===== src/rtl/fetch_ifid_stage.sv =====
// Instruction-fetch stage with the IF/ID pipeline register.
// Holds the PC, selects the next PC, and latches the fetched instruction with its PC+4.
module fetch_ifid_stage #(
    parameter logic [31:0] RESET_PC  = 32'h0000_0000,
    parameter logic [31:0] NOP_INSTR = 32'h0000_0000
) (
    input  logic        clk,
    input  logic        rst,
    output logic [31:0] imem_addr,
    input  logic [31:0] imem_rdata,
    input  logic        stall,
    input  logic        flush,
    input  logic        branch_taken,
    input  logic [31:0] branch_target,
    input  logic        jump,
    input  logic [25:0] jump_index,
    output logic [31:0] id_instr,
    output logic [31:0] id_pc4,
    output logic        id_valid,
    output logic [31:0] fetch_count
);

    logic [31:0] pc_q, pc_d;
    logic [31:0] idInstr_q, idInstr_d;
    logic [31:0] idPc4_q, idPc4_d;
    logic        idValid_q, idValid_d;
    logic [31:0] fetchCount_q, fetchCount_d;

    logic [31:0] pc4;
    logic [31:0] jumpTarget;
    logic [31:0] branchAligned;
    logic        redirect;

    assign pc4           = pc_q + 32'd4;
    assign jumpTarget    = {idPc4_q[31:28], jump_index, 2'b00};
    assign branchAligned = branch_target & ~32'h0000_0003;
    assign redirect      = branch_taken | jump;

    // A redirect squashes the wrong-path fetch and overrides a stall on the PC.
    always_comb begin
        pc_d         = pc_q;
        idInstr_d    = idInstr_q;
        idPc4_d      = idPc4_q;
        idValid_d    = idValid_q;
        fetchCount_d = fetchCount_q;

        if (branch_taken) begin
            pc_d = branchAligned;
        end else if (jump) begin
            pc_d = jumpTarget;
        end else if (!stall) begin
            pc_d = pc4;
        end

        if (flush || redirect) begin
            idInstr_d = NOP_INSTR;
            idPc4_d   = 32'd0;
            idValid_d = 1'b0;
        end else if (!stall) begin
            idInstr_d    = imem_rdata;
            idPc4_d      = pc4;
            idValid_d    = 1'b1;
            fetchCount_d = fetchCount_q + 32'd1;
        end
    end

    always_ff @(posedge clk) begin
        if (!rst) begin
            pc_q         <= RESET_PC;
            idInstr_q    <= NOP_INSTR;
            idPc4_q      <= 32'd0;
            idValid_q    <= 1'b0;
            fetchCount_q <= 32'd0;
        end else begin
            pc_q         <= pc_d;
            idInstr_q    <= idInstr_d;
            idPc4_q      <= idPc4_d;
            idValid_q    <= idValid_d;
            fetchCount_q <= fetchCount_d;
        end
    end

    assign imem_addr   = pc_q;
    assign id_instr    = idInstr_q;
    assign id_pc4      = idPc4_q;
    assign id_valid    = idValid_q;
    assign fetch_count = fetchCount_q;

endmodule


===== config.mk =====
export PLATFORM = sky130hd
export DESIGN_NAME = fetch_ifid_stage
export DESIGN_NICKNAME = d
export VERILOG_FILES = /design/src/rtl/fetch_ifid_stage.sv
export SDC_FILE = /design/constraint.sdc
export NUM_CORES = 1
export LEC_CHECK = 0
export CORE_ASPECT_RATIO = 0.75
export CORE_MARGIN = 5
export CORE_UTILIZATION = 41
export DETAILED_ROUTE_END_ITERATION = 10
export HOLD_SLACK_MARGIN = 0.12
export PLACE_DENSITY = 0.78
export REMOVE_ABC_BUFFERS = 1
export SETUP_SLACK_MARGIN = 0.4
export SYNTH_ARGS = -nofsm -noshare
export SYNTH_HDL_FRONTEND = slang
export SYNTH_SLANG_ARGS = --single-unit

===== constraint.sdc =====
create_clock -name clk -period 2 [get_ports clk]
set_input_delay 0.4 -clock clk [delete_from_list [all_inputs] [get_ports clk]]
set_output_delay 0.4 -clock clk [all_outputs]
set_load 0.1 [all_outputs]

==> key figures <==
Outcome
  • Outcome: completed

Placed design
  • Gpl congestion: 0.934
  • Port Buffers: 218
  • Post-DP HPWL: 15.7 mm

Timing
  • Max frequency: 0.522 GHz
  • Crit path time final: around 1900 ps
  • Hold Violations, Final: 0
  • Setup TNS: 0 ps
  • Clock skew: between 8 and 9 ps
  • Unrepaired setup endpoints after global routing: yes
  • Max-slew violations: 0
  • Slew @ Worst Pin: around 500 ps
  • Finish-stage setup viols: 0
  • Max-slew headroom: 0.669
  • Fin Hold WS: between 300 and 400 ps
  • Tcrit/Tclk final: 0.958

Cells and area
  • Multi-input gate area: approximately 3700 um2
  • Area grow syn2layout: 70.8%
  • Fillers: between 1000 and 1500
  • Most common cell after layout, fill and taps aside: buf_4
  • Layout net count: 1112
  • Layout cell share with drive strength beyond 1: 0.363
  • Reg area: 2550 um2
  • Most frequent cells in the layout: buf_4 (171), nor2_1 (98), dfxtp_1 (95), clkdlybuf4s50_1 (89), mux2i_1 (50)

Worst setup path
  • Worst setup EP type: flip-flop
  • Worst flop-to-flop path startpoint: imem_addr[3]$_SDFFE_PN0P_
  • Startpoint types: flip-flop
  • R2r setup slk: 80 ps
  • Critical Path AT: ~2200 ps
  • Crit Path Category: flip-flop to flip-flop
  • Crit Reg-Reg Endpoint: imem_addr[22]$_SDFFE_PN0P_
  • Reg2Reg Depth: 6
  • Worst Path Required: around 2300 ps
  • CP max FO: 4

Logic synthesis
  • Synth Warn #: 0
  • Syn Std Cell Area: roughly 6000 um2
  • Sequential area share after synthesis: 0.408
  • Synth unique cells: between 60 and 70
  • Top FF cell, synth: dfxtp_1
  • Syn Inst Count: approximately 720
  • Post-synth EDFFs: 0
  • Syn_area_per_cell: 8.57 um2
  • Synth Register Bits: approximately 130
  • Post-synth ARST share: 0

Floorplan
  • Die area: about 18000 um2
  • Core box area: roughly 15000 um2
  • Die width: approximately 150 um
  • Initial Utilization: 0.421
  • Die height: roughly 120 um
  • Site Rows: 38
  • Io pins: approximately 230

Detailed routing
  • Routed vias/inst: about 5.4
  • Post-DRT Antenna Nets: 0
  • 1st-pass router iterations: 5
  • Drt total wl: about 24 mm
  • Routed vias: around 6700
  • Drt wl/cell: about 19 um
  • Drt drc: 0
  • DRT iter0 DRCs: 594

CTS
  • Clock Latency Late Sink: just over 400 ps
  • Clock slew at reported path FFs: approximately 60 ps
  • H-Tree Depth: 4
  • CTS root buffer: clkbuf_16
  • Clock Sinks: 125
  • Clock buffer count from CTS: 17
  • CTS Buffer Depth: 2
  • CTS tree: done

Global routing
  • Largest net degree at the start of global routing: slightly below 60
  • Global Route Usage Sum: 0.243
  • Gr ovfl total: 0
  • Vias in the first global route: around 6200
  • Global-route wire length before repair: between 30 and 40 mm
  • Initial antenna violation count: 1

Worst hold path
  • Path category of the worst min-delay check: primary input to flip-flop
  • Min-delay src: stall
  • Min-Delay Endpoint: id_pc4[25]$_SDFFE_PP0N_
  • Hold Crit Depth: 3

Flow run
  • Max Cap Viol: 0

Pwr
  • Pwr per Cell Area: roughly 700 nW/um2
  • Leakage power: 0.00445 uW
  • Tot Pwr: ~7200 uW
  • Peak supply drop: ~0.54 mV
logic make-up (layout without fill, tap and decap cells):
group / Yosys count / count (layout) / synth area share
AO/OA/AOI/OAI: 138 / 138 / 0.139
XOR/XNOR: 61 / 61 / 0.0872
adder cells (fa/ha/maj): 2 / 2 / 0.00408
other: 1 / 6 / 0.000612
flip-flops: 125 / 125 / 0.408
AND/OR/NAND/NOR: 277 / 277 / 0.236
multiplexers: 50 / 50 / 0.0817
buffers and inverters: 61 / 370 / 0.0431
worst max path at each step:
stage               slack [ps]                  startpoint                          end
floorplan                 -820  imem_addr[13]$_SDFFE_PN0P_      id_pc4[26]$_SDFFE_PP0N_
global placement          -150                        jump  fetch_count[8]$_SDFFE_PN0P_
detailed placement        -170                        jump  fetch_count[8]$_SDFFE_PN0P_
CTS                        250   imem_addr[5]$_SDFFE_PN0P_   imem_addr[21]$_SDFFE_PN0P_
global route                20   imem_addr[3]$_SDFFE_PN0P_   imem_addr[22]$_SDFFE_PN0P_
finish                      80   imem_addr[3]$_SDFFE_PN0P_   imem_addr[22]$_SDFFE_PN0P_
report_power, final:
| group | internal [uW] | total, uW | switching (uW) |
|---|---|---|---|
| Combinational | 637 | 1590 | 950 |
| Clock | 1790 | 3010 | 1220 |
| Sequential | 2560 | 2630 | 73.2 |
routing by layer:
metal  GRT usage  part of all wire
met5           0                 0
met4      0.0640             0.021
met3      0.0758             0.090
met2       0.372              0.46
met1       0.334              0.43
repair_timing:
action                     CTS  global route
buffers inserted            11            20
cloned                       3             1
pin swaps                   19            43
hold buffers                 0             0
setup endpoints to repair  100            84
resized for setup           65            81
worst max-delay path, cell delays in order (launching register included):
cell and delay, ps:
dfxtp_2 370, ha_4 150, nand4_1 190, or3_4 500
o31a_1 330, o21ai_1 160, a21oi_1 80
layout make-up:
type / instances / share of cell area
flip-flops and latches: 125 / 0.244
well taps: 200 / 0.0239
clock buffers: 20 / 0.0436
diodes: 2 / 0.000478
repair buffers: 332 / 0.318
inverters: 6 / 0.00215
multi-input cells: 532 / 0.358
clock inverters: 12 / 0.0108
per-stage QoR:
stage / util / cell area, um2 / instances / setup WS (ps)
3_3_place_gp: 0.625 / 9090 / 1160 / -147
2_1_floorplan: - / 5900 / 663 / -817
5_1_grt: 0.719 / 10500 / 1228 / 18.9
6_report: 0.720 / 10500 / 1229 / 83.6
3_5_place_dp: 0.625 / 9090 / 1160 / -170
4_1_cts: 0.687 / 9990 / 1206 / 248
synth_stat cells, drive strengths merged (5+ instances only):
cell    instances  share of area
dfxtp         125           0.41
nor2          105          0.067
mux2i          50          0.082
a21oi          46          0.038
nand2          42          0.026
xor2           38          0.054
o21ai          37          0.030
clkbuf         35          0.021
nand3          28          0.024
nand4          24          0.028
xnor2          23          0.033
buf            20          0.018
nor3           20          0.020
and3           14          0.014
nor4           11          0.017
o22ai           9         0.0092
and4            8          0.011
a211oi          7         0.0094
nand2b          7         0.0071
o211ai          6         0.0073
a22oi           5         0.0061
inv             5         0.0031
flip-flops by register name, summed over array words and instances (netlist names):
name and cells:
id_instr 32, imem_addr 30, id_pc4 30, fetch_count 32
id_valid 1
Power figures use the tool's default switching activity.
